[src/rtl/addsub_arbiter.sv]
// addsub_arbiter: round-robin arbiter that time-shares one external
// combinational add/sub ALU between four requesters. Each grant runs a
// fixed three-cycle transaction: latch operands, let the ALU settle and
// capture its result, then pulse ready to the granted requester.
module addsub_arbiter #(
  parameter int W = 8
) (
  input  logic           clk_i,
  input  logic           rst_i,
  input  logic [3:0]     req_i,
  input  logic [3:0]     mode_i,
  input  logic [4*W-1:0] a_i,
  input  logic [4*W-1:0] b_i,
  input  logic [W-1:0]   alu_res_i,
  output logic           alu_mode_o,
  output logic [W-1:0]   alu_a_o,
  output logic [W-1:0]   alu_b_o,
  output logic [3:0]     ready_o,
  output logic [W-1:0]   res_o,
  output logic [1:0]     gnt_id_o,
  output logic           busy_o
);

  typedef enum logic [1:0] {
    IDLE  = 2'd0,
    ISSUE = 2'd1,
    RESP  = 2'd2
  } state_e;

  state_e         state_q;
  logic [1:0]     ptr_q;
  logic [1:0]     gnt_q;
  logic           mode_q;
  logic [W-1:0]   a_q;
  logic [W-1:0]   b_q;
  logic [W-1:0]   res_q;
  logic [3:0]     ready_q;

  logic           winValid_d;
  logic [1:0]     winIdx_d;
  logic [1:0]     cand;

  // Round-robin pick: scan ptr+1 .. ptr+4 (mod 4) and take the first active request.
  always_comb begin
    winValid_d = 1'b0;
    winIdx_d   = ptr_q;
    cand       = '0;
    for (int i = 1; i <= 4; i++) begin
      cand = ptr_q + 2'(i);
      if (!winValid_d && req_i[cand]) begin
        winValid_d = 1'b1;
        winIdx_d   = cand;
      end
    end
  end

  // Transaction sequencer; operand, result and grant registers hold between transactions.
  always_ff @(posedge clk_i or negedge rst_i) begin
    if (!rst_i) begin
      state_q <= IDLE;
      ptr_q   <= 2'd3;
      gnt_q   <= '0;
      mode_q  <= 1'b0;
      a_q     <= '0;
      b_q     <= '0;
      res_q   <= '0;
      ready_q <= '0;
    end else begin
      case (state_q)
        IDLE: begin
          ready_q <= '0;
          if (winValid_d) begin
            gnt_q   <= winIdx_d;
            mode_q  <= mode_i[winIdx_d];
            a_q     <= a_i[W*winIdx_d +: W];
            b_q     <= b_i[W*winIdx_d +: W];
            state_q <= ISSUE;
          end
        end
        ISSUE: begin
          res_q   <= alu_res_i;
          ready_q <= 4'b0001 << gnt_q;
          state_q <= RESP;
        end
        RESP: begin
          ready_q <= '0;
          ptr_q   <= gnt_q;
          state_q <= IDLE;
        end
        default: begin
          ready_q <= '0;
          state_q <= IDLE;
        end
      endcase
    end
  end

  assign alu_mode_o = mode_q;
  assign alu_a_o    = a_q;
  assign alu_b_o    = b_q;
  assign res_o      = res_q;
  assign ready_o    = ready_q;
  assign gnt_id_o   = gnt_q;
  assign busy_o     = (state_q != IDLE);

endmodule

[config.mk]
export PLATFORM = sky130hd
export DESIGN_NAME = addsub_arbiter
export DESIGN_NICKNAME = d
export VERILOG_FILES = /design/src/rtl/addsub_arbiter.sv
export SDC_FILE = /design/constraint.sdc
export NUM_CORES = 1
export LEC_CHECK = 0
export BUFFER_PORTS_ARGS = -buffer_cell sky130_fd_sc_hd__buf_2
export CORE_MARGIN = 2
export CORE_UTILIZATION = 44
export CTS_BUF_LIST = sky130_fd_sc_hd__clkbuf_16
export DETAILED_ROUTE_END_ITERATION = 8
export PLACE_DENSITY = 0.84
export SLEW_MARGIN = 5
export SYNTH_ARGS = -nofsm -noshare
export SYNTH_HDL_FRONTEND = slang
export SYNTH_SLANG_ARGS = --single-unit
[constraint.sdc]
create_clock -name clk_i -period 2.2 [get_ports clk_i]
set_clock_uncertainty 0.2 [all_clocks]
set_input_delay 0.44 -clock clk_i [delete_from_list [all_inputs] [get_ports clk_i]]
set_output_delay 0.44 -clock clk_i [all_outputs]
set_load 0.01 [all_outputs]
==> results of run 1 <==
## layout make-up
| class | instances | area (um2) | area share (%) |
|---|---|---|---|
| multi-input combinational | 144 | 1050 | 36.9 |
| inverter | 3 | 11.3 | 0.396 |
| tap | 52 | 65.1 | 2.29 |
| clock buffer | 5 | 125 | 4.40 |
| timing repair buffer | 127 | 671 | 23.6 |
| sequential | 35 | 878 | 30.9 |
| clock inverter | 3 | 43.8 | 1.54 |
## report_power, final
group / switching (mW) / internal (mW) / total (mW)
sequential: 0.197 / 0.980 / 1.18
combinational: 1.16 / 0.983 / 2.15
clock: 0.259 / 0.533 / 0.792
total: 1.62 / 2.50 / 4.11
## placed cells by master, fill, tap and decap left out, types with 2 or more instances in the layout
cell	instances
buf_4	14
nand2b_1	3
nand2_1	20
nor2_1	22
nor3_1	17
a211oi_2	18
clkbuf_16	5
nor2b_1	4
dfrtp_1	33
inv_1	3
nand3_1	2
buf_2	113
a211oi_1	14
mux2_2	11
and3_1	2
mux2i_1	17
dfstp_2	2
## registers in the layout, indices dropped and copies added (netlist names)
register    flops
alu_mode_o      1
ptr_q           2
alu_b_o         8
state_q         2
alu_a_o         8
res_o           8
ready_o         4
gnt_id_o        2
## worst max path at each step
| stage | to | slack [ns] | cells after the start |
|---|---|---|---|
| final | alu_b_o[7] | 0.11 | 6 |
| after global routing | alu_b_o[7] | 0.003 | 6 |
| after global placement | alu_mode_o | 0.04 | 7 |
| after floorplan | alu_a_o[6] | 0.24 | 6 |
| after CTS | alu_b_o[7] | 0.1 | 6 |
| after detailed placement | alu_b_o[5] | -0.07 | 5 |
## repair_timing
action                                  CTS  global route
endpoints found under the setup margin   12             0
gates resized for setup                   1             0
hold buffers                              0             0
## layer usage
layer  up-vias  track usage, %  wire [um]
li1        955               -          -
met1       935            24.2       2160
met2        85            41.4       2880
met3        11            5.28        386
met4         0            8.81         99
met5         -               0          0
## cells by family (layout without fill, tap and decap cells)
kind of cell	after synthesis	in the layout	share of synthesized area (%)
AND/OR/NAND/NOR	76	76	17.2
AO/OA/AOI/OAI	40	40	19.5
flip-flops	35	35	43.2
multiplexers	28	28	14.5
buffers and inverters	18	138	5.54
## worst max-delay path: cells and delay by family, from the launching register on
| kind | cells | cell delay [ns] |
|---|---|---|
| buffers and inverters | 2 | 0.48 |
| AND/OR/NAND/NOR | 2 | 0.33 |
| flip-flops | 1 | 0.56 |
| AO/OA/AOI/OAI | 2 | 0.37 |
## through the flow
step                utilization (%)  hold slack [ns]  cell area (um2)  std cells  setup TNS (ns)
floorplan                         -          -0.0556             2030        197               0
global placement               60.5            0.246             2670        361               0
detailed placement             60.5            0.262             2670        361          -0.272
CTS                            64.4           0.0555             2840        369               0
global route                   64.4           0.0937             2840        369               0
finish                         64.4           0.0387             2840        369               0
==> metrics.cfg, run 1 <==
[status]
status=finished clean

[final_layout]
areaGrowthSynthToFinish_pct=39.9
fillers=386
n_antenna_cell=0
drive_above_1_share_pct=53.0
final_nets=398

[synth]
syn_inst=197
synth_top_area_share_pct=40.6
synth_cell_types=32
syn_area_per_cell_um2=10.3
synth-async-reset-ratio_pct=100
yosysTopAreaCell=dfrtp_1
synth_edf_count=0
synth_most_common_cell=dfrtp_1
synth_area_leaders=dfrtp_1, a211oi_2, mux2i_1, mux2_2, a211oi_1
synth_area_um2=2030
synth-seq-cells=35
yosys_warnings=0
synth_top_cells_by_count=dfrtp_1, nor2_1, nand2_1
syn-num-nets=279
seq_area_frac_synth_pct=43.2
synth_ff_type=dfrtp_1

[floorplan]
ios=114
die_h_um=72.0
initial_core_util_pct=46.0
dieArea_um2=5180
die_w_um=72.0
num_rows=24
fp.coreArea_um2=4410

[power]
p_leak_nw=1.41
vdd_drop_max_mv=0.628
power.density_nw_per_um2=1450
p_total_mw=4.11

[worst_setup_path]
startpoint_type=flop
crit_slowest_cell=dfstp_2
regToRegSetupSlack_ns=0.11
crit_path_start=ptr_q[0]
path_cells=nand3b_1, buf_4, nand3_1, buf_4, a211oi_2, a211oi_2
cpPeakStageDelay_ns=0.56
end_kind=flop
reg2regPathDepth=6
reg2reg_to=alu_b_o[7]
critPathRequiredTime_ns=2.13
worstPathMaxFanout=19
crit_type=flop to flop
worstPathArrival_ns=2.02
timing.rr.start=ptr_q[0]

[clock_network]
h-tree-depth=2
clk_pin_slew_worst_paths_ns=0.06
clock_sink_count=35
post-cts-setup-buffers=0
root_buffer=clkbuf_16
clock_latency_ns=0.28
cts_tree=yes
cts_buffers=5
ctsLongestPathBuffers=2

[placement]
dp_hpwl_um=4270
dp_slack_ns=-0.0717
gp_congestion=0.850
portBuffers=113

[sta]
finalHoldViolations=0
slew_violations=0
fin_crit_sh_pct=95.1
fin_ws_ns=0.107
slew_headroom_pct=48.2
rsz0062_at_grt=no
min_period_ns=2.09
setup_viol=0
fmax_mhz=478
tightestPinTransition_ns=0.777

[min_path]
min_path_type=primary input to asynchronous set/reset pin

[drt]
viasPerCell=5.38
drt-total-wl_um=5530
drcViolationCount=0
drtIter0Drc=100
first_pass_iters=4
vias=1986
final_antenna_net_count=0
wl_per_cell_um=15.0

[flow_run]
maxCapViolations=0

[global_routing]
grt_util_all_layers_pct=22.2
grt_pass1_vias=1991
grt_overflow=0
antenna_found_initial=0
grt_pass1_wl_um=8830
grt_max_degree=36

No activity file was read; power rests on OpenSTA's default activity.
==> run 2: changes to the inputs <==
==> constraint.sdc (replaced) <==
create_clock -name clk_i -period 2.2 [get_ports clk_i]
set_clock_uncertainty 0.2 [all_clocks]
set_input_delay 0.11 -clock clk_i [delete_from_list [all_inputs] [get_ports clk_i]]
set_output_delay 0.11 -clock clk_i [all_outputs]
set_load 0.01 [all_outputs]
==> metrics.cfg, run 2 (synthesized netlist as in run 1, its figures left out) <==
[drt]
first_pass_iters=4  ; unchanged
drcViolationCount=0  ; unchanged
vias=2057  ; was 1,986
viasPerCell=5.26  ; was 5.38
final_antenna_net_count=0  ; unchanged
wl_per_cell_um=15.1  ; was 15.0 um
drtIter0Drc=69  ; was 100
drt-total-wl_um=5890  ; was 5530 um

[final_layout]
final_nets=420  ; was 398
final_cell_mix=buf_2, dfrtp_1, nor2_1, nand2_1, dlygate4sd3_1  ; was buf_2, dfrtp_1, nor2_1, nand2_1, a211oi_2
fin_util_pct=69.0  ; was 64.4%
areaGrowthSynthToFinish_pct=49.9  ; was 39.9%
drive_above_1_share_pct=49.3  ; was 53.0%
n_antenna_cell=0  ; unchanged
layout_commonest_cell=buf_2  ; unchanged

[sta]
fmax_mhz=493  ; was 478 MHz
slew_violations=0  ; unchanged
min_period_ns=2.03  ; was 2.09 ns
fin_crit_sh_pct=92.2  ; was 95.1%
tightestPinTransition_ns=0.792  ; was 0.777 ns
rsz0062_at_grt=no  ; unchanged
setup_viol=0  ; unchanged
fin_tns_setup_ns=0  ; unchanged
finalHoldViolations=0  ; unchanged
slew_headroom_pct=47.2  ; was 48.2%

[worst_setup_path]
worstPathArrival_ns=1.97  ; was 2.02 ns
cpPeakStageDelay_ns=0.59  ; was 0.56 ns
startpoint_type=flop  ; unchanged
end_kind=flop  ; unchanged
worstPathMaxFanout=17  ; was 19
path_buf_inv=1  ; was 2
cpLargestDelayFamily=flip-flops  ; unchanged
path_cells=nor2b_1, o21ai_1, and3_1, buf_12, mux2i_1, a211oi_2  ; was nand3b_1, buf_4, nand3_1, buf_4, a211oi_2, a211oi_2
crit_slowest_cell=dfstp_2  ; unchanged
critPathRequiredTime_ns=2.14  ; was 2.13 ns
crit_type=flop to flop  ; unchanged

[power]
power.density_nw_per_um2=1330  ; was 1450 nW/um2
p_sw_mw=1.61  ; was 1.62 mW
p_int_mw=2.45  ; was 2.50 mW
power_frac_seq_pct=28.9  ; was 28.6%
power_frac_comb_pct=55.1  ; was 52.1%
p_total_mw=4.06  ; was 4.11 mW
p_leak_nw=1.50  ; was 1.41 nW
switching_share_pct=39.7  ; was 39.3%
vdd_drop_max_mv=0.697  ; was 0.628 mV
power.share.clock_pct=16.0  ; was 19.2%

[floorplan]
dieArea_um2=5180  ; unchanged
fp.coreArea_um2=4410  ; unchanged
initial_core_util_pct=46.0  ; unchanged
die_h_um=72.0  ; unchanged
die_w_um=72.0  ; unchanged
num_rows=24  ; unchanged
ios=114  ; unchanged

[clock_network]
cts_tree=yes  ; unchanged
clock_latency_ns=0.27  ; was 0.28 ns
h-tree-depth=2  ; unchanged
clock_sink_count=35  ; unchanged
cts_buffers=5  ; unchanged
root_buffer=clkbuf_16  ; unchanged
clk_pin_slew_worst_paths_ns=0.06  ; about the same
cts_resized=0  ; was 1
ctsLongestPathBuffers=2  ; unchanged

[global_routing]
grt_pass1_wl_um=9820  ; was 8830 um
grt_util_all_layers_pct=24.3  ; was 22.2%
antenna_found_initial=0  ; unchanged
grt_max_degree=36  ; unchanged
grt_pass1_vias=2276  ; was 1,991
grt_overflow=0  ; unchanged

[placement]
dp_hpwl_um=4260  ; was 4270 um
gp_congestion=0.794  ; was 0.850
portBuffers=113  ; unchanged

[status]
status=finished clean  ; unchanged

[flow_run]
maxCapViolations=0  ; unchanged

[min_path]
min_path_type=primary input to flop  ; was primary input to asynchronous set/reset pin

==> run 2: layout make-up <==
type / count / area (um2)
clock inverter: 3 / 11.3
multi-input combinational: 144 / 1040
inverter: 3 / 11.3
sequential: 35 / 878
clock buffer: 5 / 125
fill: 334 / 1370
timing repair buffer: 149 / 911
tap: 52 / 65.1
==> run 2: worst paths after layout <==
kind,startpoint,endpoint,slack [ns],depth (start not counted)
max,ptr_q[1],alu_a_o[0],0.17,6
min,a_i[28],alu_a_o[4],0.001,3
max reg2reg,ptr_q[1],alu_a_o[0],0.17,6
min reg2reg,state_q[1],state_q[1],0.29,1
max in group asynchronous,rst_i,ready_o[0],1.02,2
min in group asynchronous,rst_i,alu_a_o[6],0.27,2
==> run 2: worst reg2reg max path, cell delays in order (launching register included) <==
cell,delay [ns]
dfstp_2,0.59
nor2b_1,0.08
o21ai_1,0.19
and3_1,0.26
buf_12,0.20
mux2i_1,0.28
a211oi_2,0.10
==> run 2: power by group through the flow <==
stage / logic [mW] / registers [mW] / clock network, mW
after floorplan: 1.35 / 1.29 / 0
after global placement: 2.13 / 1.17 / 0
after detailed placement: 2.21 / 1.18 / 0
after CTS: 2.24 / 1.17 / 0.657
after global routing: 2.45 / 1.21 / 0.681
final: 2.24 / 1.17 / 0.649
==> run 2: repair_timing <==
item | CTS | global route
hold endpoints to repair | 47 | 0
endpoints found under the setup margin | 0 | 1
setup buffers | 0 | 1
hold buffers | 20 | 0
==> run 2: metal layers <==
metal  share of wire (%)  vias up  GRT usage (%)
met3                 6.6       14           4.72
met5                   0        -              0
met1                  40      959           26.7
met2                  51       85           44.8
li1                    -      999              -
met4                 2.4        0           11.5
==> run 2: through the flow <==
step | instance area [um2] | setup slack (ns) | instances | hold slack, ns
floorplan | 2030 | 0.243 | 197 | -0.386
global placement | 2700 | 0.236 | 362 | 0.0298
detailed placement | 2700 | 0.187 | 362 | 0.0311
CTS | 3040 | 0.164 | 390 | 0.000775
global route | 3050 | 0.0982 | 391 | 0.0136
finish | 3050 | 0.172 | 391 | 0.00101
==> run 3: changes to the inputs <==
--- a/config.mk
+++ b/config.mk
@@ -10,7 +10,9 @@
 export CORE_UTILIZATION = 44
 export CTS_BUF_LIST = sky130_fd_sc_hd__clkbuf_16
 export DETAILED_ROUTE_END_ITERATION = 8
+export GPL_ROUTABILITY_DRIVEN = 0
 export PLACE_DENSITY = 0.84
+export SETUP_SLACK_MARGIN = 0.3
 export SLEW_MARGIN = 5
 export SYNTH_ARGS = -nofsm -noshare
 export SYNTH_HDL_FRONTEND = slang
==> metrics.cfg, run 3 (synthesized netlist as in run 1, its figures left out) <==
[status]
status=finished, violations left  ; was finished clean
violations=negative hold slack

[placement]
dp_hpwl_um=4170  ; was 4260 um
dp_slack_ns=-0.0237  ; was 0.187 ns
portBuffers=113  ; unchanged
post_dp_cell_area_um2=2660  ; was 2700 um2

[clock_network]
h-tree-depth=2  ; unchanged
root_buffer=clkbuf_16  ; unchanged
clk_pin_slew_worst_paths_ns=0.06  ; about the same
clock_latency_ns=0.28  ; was 0.27 ns
ctsLongestPathBuffers=2  ; unchanged
clock_sink_count=35  ; unchanged
cts_tree=yes  ; unchanged
cts_buffers=5  ; unchanged

[global_routing]
grt_overflow=0  ; unchanged
grt_use_met3_pct=6.81  ; was 4.72%
grt_util_all_layers_pct=25.2  ; was 24.3%
grt_max_degree=36  ; unchanged
grt_use_met1_pct=29.6  ; was 26.7%
grt_pass1_wl_um=10100  ; was 9820 um
grt-busiest-layer=met2  ; unchanged
use_met2_pct=43.1  ; was 44.8%
grt_pass1_vias=2189  ; was 2,276
antenna_found_initial=0  ; unchanged

[power]
power.share.clock_pct=18.2  ; was 16.0%
power_frac_seq_pct=26.7  ; was 28.9%
switching_share_pct=39.6  ; was 39.7%
power_frac_comb_pct=55.1  ; about the same
p_sw_mw=1.77  ; was 1.61 mW
vdd_drop_max_mv=0.708  ; was 0.697 mV
p_int_mw=2.69  ; was 2.45 mW
p_leak_nw=1.57  ; was 1.50 nW
power.density_nw_per_um2=1360  ; was 1330 nW/um2

[worst_setup_path]
critPathRequiredTime_ns=2.17  ; was 2.14 ns
crit_slowest_cell=dfstp_2  ; unchanged
startpoint_type=flop  ; unchanged
path_cells=buf_6, nand2b_1, o32a_1, nand3_2, a2111o_1, o221a_2  ; was nor2b_1, o21ai_1, and3_1, buf_12, mux2i_1, a211oi_2
cpPeakStageDelay_ns=0.60  ; was 0.59 ns
crit_type=flop to flop  ; unchanged
reg2regPathDepth=6  ; unchanged
regToRegSetupSlack_ns=0.19  ; was 0.17 ns
worstPathArrival_ns=1.98  ; was 1.97 ns
worstPathMaxFanout=5  ; was 17
timing.rr.start=ptr_q[1]  ; unchanged
end_kind=flop  ; unchanged
reg2reg_to=alu_a_o[6]  ; was alu_a_o[0]

[drt]
vias=2166  ; was 2,057
viasPerCell=5.39  ; was 5.26
drt-total-wl_um=6460  ; was 5890 um
final_antenna_net_count=0  ; unchanged
wl_per_cell_um=16.1  ; was 15.1 um
drcViolationCount=0  ; unchanged
drtIter0Drc=152  ; was 69
first_pass_iters=4  ; unchanged

[min_path]
hold_start=a_i[28]  ; unchanged
hold_path_end=alu_a_o[4]  ; unchanged
min_path_cells=3  ; unchanged
min_path_type=primary input to flop  ; unchanged

[flow_run]
maxCapViolations=0  ; unchanged

[final_layout]
final_cell_mix=buf_2, dfrtp_1, dlygate4sd3_1, nor2_1, a211oi_2  ; was buf_2, dfrtp_1, nor2_1, nand2_1, dlygate4sd3_1
n_antenna_cell=0  ; unchanged
layout_commonest_cell=buf_2  ; unchanged
drive_above_1_share_pct=54.0  ; was 49.3%
final_nets=431  ; was 420
design_area_um2=3260  ; was 3050 um2
fillers=304  ; was 334
areaGrowthSynthToFinish_pct=60.7  ; was 49.9%

[sta]
tightestPinTransition_ns=0.758  ; was 0.792 ns
finalHoldViolations=2  ; was 0
fmax_mhz=497  ; was 493 MHz
slew_headroom_pct=49.4  ; was 47.2%
setup_viol=0  ; unchanged
slew_violations=0  ; unchanged
fin_crit_sh_pct=91.4  ; was 92.2%
holdWs_ns=-0.00421  ; was 0.00101 ns
rsz0062_at_grt=yes  ; was no
fin_ws_ns=0.189  ; was 0.172 ns
min_period_ns=2.01  ; was 2.03 ns

[floorplan]
ios=114  ; unchanged
fp.coreArea_um2=4410  ; unchanged
initial_core_util_pct=46.0  ; unchanged
dieArea_um2=5180  ; unchanged
num_rows=24  ; unchanged
die_w_um=72.0  ; unchanged
die_h_um=72.0  ; unchanged

run 3: cell type report:
class / count / area (um2) / share of cell area [%]
timing repair buffer: 158 / 1000 / 30.8
sequential: 35 / 878 / 26.9
clock buffer: 5 / 125 / 3.83
clock inverter: 3 / 43.8 / 1.34
tap: 52 / 65.1 / 1.99
multi-input combinational: 146 / 1130 / 34.7
inverter: 3 / 15.0 / 0.460
run 3: layer usage:
layer | up-vias | share of wire [%]
met3 | 13 | 7.0
li1 | 1028 | -
met5 | - | 0
met1 | 1019 | 41
met4 | 0 | 2.2
met2 | 106 | 50
run 3: worst max-delay path by stage:
stage | start | endpoint | depth (start not counted)
global route | ptr_q[1] | alu_a_o[3] | 7
detailed placement | ptr_q[1] | alu_b_o[2] | 5
finish | ptr_q[1] | alu_a_o[6] | 6
global placement | ptr_q[1] | alu_b_o[5] | 5
CTS | ptr_q[1] | alu_a_o[6] | 5
floorplan | ptr_q[1] | alu_a_o[6] | 6
run 3: power groups by stage:
stage | clock (mW) | combinational (mW) | sequential (mW)
after floorplan | 0 | 1.36 | 1.29
after global placement | 0 | 2.05 | 1.17
after detailed placement | 0 | 2.12 | 1.18
after CTS | 0.814 | 2.31 | 1.18
after global routing | 0.846 | 2.66 | 1.23
final | 0.812 | 2.45 | 1.19
run 3: worst max-delay path: cells and delay by family (launching register included):
family                 cells  cell delay [ns]
flip-flops                 1             0.60
buffers and inverters      1             0.12
AO/OA/AOI/OAI              3             0.77
AND/OR/NAND/NOR            2             0.21
run 3: through the flow:
| step | power (mW) | hold WS (ns) | std cells | TNS, ns | utilization, % |
|---|---|---|---|---|---|
| after global routing | 4.73 | 0.00782 | 402 | 0 | 74.0 |
| after detailed placement | 3.30 | 0.0266 | 360 | -0.0556 | 60.3 |
| after floorplan | 2.65 | -0.386 | 197 | 0 | - |
| after CTS | 4.30 | 0.000360 | 399 | 0 | 72.1 |
| final | 4.45 | -0.00421 | 402 | 0 | 74.0 |
| after global placement | 3.22 | 0.0229 | 360 | 0 | 60.3 |
run 3: repair_timing:
item / in CTS / in global routing
setup endpoints to repair: 17 / 19
hold endpoints to repair: 51 / 0
resized for setup: 13 / 13
gates cloned: 1 / 1
pin swaps: 13 / 4
hold buffers: 27 / 0
buffers inserted: 3 / 2
